### config.mk
export PLATFORM = sky130hd
export DESIGN_NAME = seq_detect_param
export DESIGN_NICKNAME = d
export VERILOG_FILES = /design/src/rtl/seq_detect_param.sv
export SDC_FILE = /design/constraint.sdc
export NUM_CORES = 1
export LEC_CHECK = 0
export BUFFER_PORTS_ARGS = -buffer_cell sky130_fd_sc_hd__buf_2
export CAP_MARGIN = 25
export CORE_UTILIZATION = 56
export DETAILED_ROUTE_END_ITERATION = 8
export PLACE_DENSITY = 0.81
export SETUP_SLACK_MARGIN = 0.15
export SYNTH_ARGS = -nofsm -noshare
export SYNTH_HDL_FRONTEND = slang
export SYNTH_SLANG_ARGS = --single-unit
### constraint.sdc
create_clock -name clk -period 5.3 [get_ports clk]
set_input_delay 0.795 -clock clk [delete_from_list [all_inputs] [get_ports clk]]
set_output_delay 0.795 -clock clk [all_outputs]
set_load 0.1 [all_outputs]
### src/rtl/seq_detect_param.sv
// Parametrised Mealy serial-pattern detector with a run-time loadable pattern,
// overlap/non-overlap modes, an input-valid qualifier and a saturating match counter.
module seq_detect_param #(
    parameter int                   PATTERN_W = 4,
    parameter logic [PATTERN_W-1:0] PATTERN   = 4'b1010,
    parameter int                   CNT_W     = 8
) (
    input  logic                 clk,
    input  logic                 rst,
    input  logic                 x,
    input  logic                 in_valid,
    input  logic                 overlap,
    input  logic                 pat_load,
    input  logic [PATTERN_W-1:0] pat_in,
    input  logic                 cnt_clr,
    output logic                 z,
    output logic                 z_reg,
    output logic [CNT_W-1:0]     match_count
);

    localparam int                FILL_W   = $clog2(PATTERN_W);
    localparam logic [FILL_W-1:0] FILL_MAX = FILL_W'(PATTERN_W - 1);
    localparam logic [CNT_W-1:0]  CNT_MAX  = {CNT_W{1'b1}};

    logic [PATTERN_W-1:0] pat_q,  pat_d;
    logic [PATTERN_W-2:0] hist_q, hist_d;
    logic [FILL_W-1:0]    fill_q, fill_d;
    logic                 z_reg_q;
    logic [CNT_W-1:0]     cnt_q,  cnt_d;

    logic                 accept;
    logic                 full;
    logic [PATTERN_W-1:0] window;

    assign accept = in_valid & ~pat_load;
    assign full   = (fill_q == FILL_MAX);
    assign window = {hist_q, x};
    assign z      = accept & full & (window == pat_q);

    always_comb begin
        pat_d  = pat_q;
        hist_d = hist_q;
        fill_d = fill_q;
        if (pat_load) begin
            pat_d  = pat_in;
            hist_d = '0;
            fill_d = '0;
        end else if (in_valid) begin
            // Non-overlap discards the whole match so the next one needs fresh bits.
            if (z && !overlap) begin
                hist_d = '0;
                fill_d = '0;
            end else begin
                hist_d = window[PATTERN_W-2:0];
                fill_d = full ? fill_q : fill_q + 1'b1;
            end
        end
    end

    always_comb begin
        cnt_d = cnt_q;
        if (cnt_clr)
            cnt_d = '0;
        else if (z && (cnt_q != CNT_MAX))
            cnt_d = cnt_q + 1'b1;
    end

    always_ff @(posedge clk or posedge rst) begin
        if (rst) begin
            pat_q   <= PATTERN;
            hist_q  <= '0;
            fill_q  <= '0;
            z_reg_q <= 1'b0;
            cnt_q   <= '0;
        end else begin
            pat_q   <= pat_d;
            hist_q  <= hist_d;
            fill_q  <= fill_d;
            z_reg_q <= z;
            cnt_q   <= cnt_d;
        end
    end

    assign z_reg       = z_reg_q;
    assign match_count = cnt_q;

endmodule

### After elaboration in Yosys (flattened, before gate mapping)

Index checks and enable logic that the tools add are counted.

* add/subtract/negate cells: 2
* equality and inequality tests: 4
* multiplexer cells: 9
* bitwise logic cells: 4
* reduce and logical (&&, ||, !) cells: 6

Operator list (count)
* $mux W8: 2
* $mux W3: 3
* $add A8 B1 Y8 const B: 1
* $mux W2: 4
* $ne A8 B8 Y1 const B: 1
* $eq A4 B4 Y1: 1
* $reduce_bool A2 Y1: 2
* $and A1 B1 Y1: 3
* $ne A3 B2 Y1 const B: 1
* $add A2 B1 Y2 const B: 1
* $eq A2 B2 Y1 const B: 1
* $logic_and A1 B1 Y1: 2
* $reduce_and A2 Y1: 1
* $logic_not A1 Y1: 1
* $not A1 Y1: 1

* register bits after elaboration: 18
* output and inout bits: 10
* logic and storage cells: 30

### Depth between registers and ports, before layout

* depth in word-level cells: 8
* depth in mapped cells: 5
* gate-level depth less buffers: 5

### Least setup slack after synthesis

OpenSTA, ideal clock, no wires.

* path kind: input -> output
* from: input x
* to: output z
* arrival time: 2588 ps
* slack: 1917 ps
* stages on the path: 4
* path buffers: 1
* cell sequence: xnor2_1 -> nand3_1 -> clkbuf_1 -> nor2_1

* word-level cells in the longest chain between the ends: 2

Ends and longest elaborated chain
* start, declared: RTL line 10 `input logic x,`
* $eq A4 B4 Y1: RTL line 38 `assign z = accept & full & (window == pat_q);`
* $and A1 B1 Y1: RTL line 38
* end, declared: RTL line 16 `output logic z,`

No other way between the ends.

### Worst setup path in the final report

* from: input pat_load
* to: output z

* word-level cells in the longest chain between the ends: 4

Ends and longest elaborated chain
* start, declared: RTL line 13 `input logic pat_load,`
* $not A1 Y1: RTL line 35 `assign accept = in_valid & ~pat_load;`
* $and A1 B1 Y1: RTL line 35
* $and A1 B1 Y1 (2 in series): RTL line 38

No other way between the ends.

==> metrics.md <==
| Metric | Value |
|---|---|
| Status | completed |
| Worst Skew | 0.002885 ns |
| CTS root buf | clkbuf_4 |
| Most frequent cells in the layout | buf_2, dfrtp_1, nor2_1 |
| Synth top area share | 0.3995 |
| Core area | 1594 um2 |
| Power Density | 230.3 nW/um2 |
| Largest family of logic cells by synthesized area | simple AND/OR/NAND/NOR gates |
| Layout cells sized above 1 | 0.2906 |
| CP Class | in2out |
| Final Hold Fails | 0 |
| Vias per inst | 5.894 |
| Worst Setup End Kind | output pin |
| Post-synthesis mux area share | 0.1111 |
| Synth Flop Type | dfrtp_1 |
| Leakage power | 0.5200 nW |
| Peak supply drop | 157.3 uV |
| Worst Path Arrival | 2.20 ns |
| Vias in the first global route | 718 |
| I/O Pins | 21 |
| Simple-gate portion of the synthesized area | 0.2397 |
| Hold-fix buffers, CTS | 0 |
| Warnings from Yosys | 0 |
| Clk buf depth | 2 |
| Largest net degree at the start of global routing | 19 |
| EDFF count, synth | 0 |
| Async S/R FF share, synth | 1.000 |
| Initial antenna violation count | 0 |
| Top post-synthesis cells by area | dfrtp_1, mux2_2, dfstp_2 |
| Netlist cell types | 29 |
| Top Family by Delay on Critical Path | simple AND/OR/NAND/NOR gates |
| Filler cells | 136 |
| Critical path's slowest cell | buf_2 |
| Worst path bufs/invs | 2 |
| Via Count | 831 |
| Wl on met1 | 957 um |
| Antenna Nets Post-Route | 0 |
| Fin. max-slew vios | 0 |
| Top sig layer | met4 |
| Crit path time final | 2.998 ns |
| CTS resizes | 0 |
| Setup TNS | 0 ns |
| TritonCTS clock tree | built |
| Fin nets | 131 |
| Cell row count | 14 |
| Worst-margin pin slew | 0.6656 ns |
| Dpl hpwl | 1458 um |
| Met3 WL | 88 um |
| CTS clk-pin slew, worst paths | 0.11 ns |
| Adder-cell area share of the yosys netlist | 0.02497 |
| Post-Syn Instances | 98 |
| WL/cell | 14.12 um |
| Final Wtd Congestion | 0.8737 |
| All-Layer GR Usage | 0.2211 |
| Die Span Y | 44.31 um |
| Most used cell, CP | buf_2 |
| Crit-path cells | buf_2 > nand4b_1 > nor2_1 > buf_2 |
| Post-synthesis register bit count | 18 |
| CTS sink cnt | 18 |
| R2R Setup Slk | 3.28 ns |
| First-pass GRT wire length | 3180 um |
| Register area share after synthesis | 0.4519 |
| Setup crit start kind | input port |
| CTS Buf Count | 3 |
| Final setup viols | 0 |
| Relative slew slack | 0.5558 |
| Clock network latency to the later pin of the worst-skew pair | 0.29 ns |
| Ant diodes | 0 |
| Final Cycle Share | 0.5656 |
| Drt first pass iters | 6 |
| Unrepaired setup endpoints after global routing | no |
| Max reg flops | 8 |
| Max-Cap Viols | 0 |
| # Post-CTS Setup Buffers | 0 |
| Post-synthesis compound-gate area fraction | 0.1036 |
| Req. time, crit path | 4.51 ns |
| Mapped Area | 1002 um2 |
| Avg Cell Area, Syn | 10.23 um2 |
| Syn-to-layout area delta | 13.98% |
| Crit-path max cell delay | 0.47 ns |
| Final Instance Count excl. Fillers | 141 |
| Syn Nets | 111 |
| DR WL met2 | 934 um |
| Starting Density | 0.6287 |
| Routed WL | 1991 um |
| Most common cell after layout, fill and taps aside | buf_2 |
| Peak Freq | 333.6 MHz |
| Post-Synth XOR/XNOR Area | 0.03496 |
| Worst Path Max Fanout | 13 |
| Die Area | 1963 um2 |
| Port buffer count | 20 |
| Worst hold path type | reg2reg |
| Post-placement cell count | 137 |
| First DRT Iteration DRCs | 18 |
| Synth area leader | dfrtp_1 |
| Die X | 44.31 um |
| H-tree depth | 1 |
| Total grt overflow | 0 |
| DRC Markers | 0 |
[synthesized netlist by cell type (3+ instances only)]
| cell type | count |
|---|---|
| dfrtp_1 | 16 |
| nor2_1 | 8 |
| a21oi_1 | 6 |
| mux2_2 | 6 |
| nor2b_1 | 6 |
| nand2_1 | 5 |
| nand4_1 | 5 |
| clkbuf_1 | 4 |
| nand3_1 | 4 |
| xnor2_1 | 4 |
| mux2_1 | 3 |
| nand2b_1 | 3 |
| nor4_1 | 3 |
| o311ai_0 | 3 |
[power by group]
group | internal (mW) | total [mW] | switching [mW]
logic | 0.0126 | 0.0300 | 0.0174
registers | 0.144 | 0.148 | 0.00419
clock network | 0.0419 | 0.0853 | 0.0434
total | 0.198 | 0.263 | 0.0650
[worst paths after layout]
check,from,to,cells after the start
max,pat_load,z,4
min,pat_q[2]$_DFFE_PP0P_,pat_q[2]$_DFFE_PP0P_,1
max reg2reg,pat_q[3]$_DFFE_PP1P_,match_count[4]$_DFFE_PP0P_,4
min reg2reg,pat_q[2]$_DFFE_PP0P_,pat_q[2]$_DFFE_PP0P_,1
max in group asynchronous,rst,match_count[4]$_DFFE_PP0P_,2
min in group asynchronous,rst,match_count[5]$_DFFE_PP0P_,2
[cell type report]
type / instances / area, um2 / area share
well taps: 24 / 30.03 / 0.02629
flip-flops and latches: 18 / 452.9 / 0.3965
repair buffers: 20 / 100.1 / 0.08762
multi-input cells: 73 / 515.5 / 0.4513
inverters: 2 / 7.507 / 0.006572
clock buffers: 4 / 36.28 / 0.03176
[logic make-up (layout without fill, tap and decap cells)]
| logic type | Yosys count | count (layout) |
|---|---|---|
| fa+ha+maj | 2 | 2 |
| buf+inv | 7 | 26 |
| xor+xnor | 4 | 4 |
| simple gates | 42 | 42 |
| compound gates | 15 | 15 |
| mux | 10 | 10 |
| flops | 18 | 18 |
[layer usage]
| metal | vias to the layer above | global-route usage |
|---|---|---|
| met5 | - | 0 |
| met4 | 0 | 0.07879 |
| met3 | 2 | 0.04490 |
| met2 | 30 | 0.3353 |
| met1 | 397 | 0.3164 |
| li1 | 402 | - |
[stage by stage]
step / hold WS (ns) / power (mW) / util / cell area [um2] / setup WS, ns
2_1_floorplan: 0.5024 / 0.1706 / - / 1002 / 1.918
3_3_place_gp: 0.5194 / 0.1784 / 0.6939 / 1106 / 2.390
3_5_place_dp: 0.5324 / 0.1806 / 0.6939 / 1106 / 2.319
4_1_cts: 0.5512 / 0.2662 / 0.7166 / 1142 / 2.315
5_1_grt: 0.5713 / 0.2737 / 0.7166 / 1142 / 2.107
6_report: 0.5504 / 0.2631 / 0.7166 / 1142 / 2.302
No activity file was read; power rests on OpenSTA's default activity.
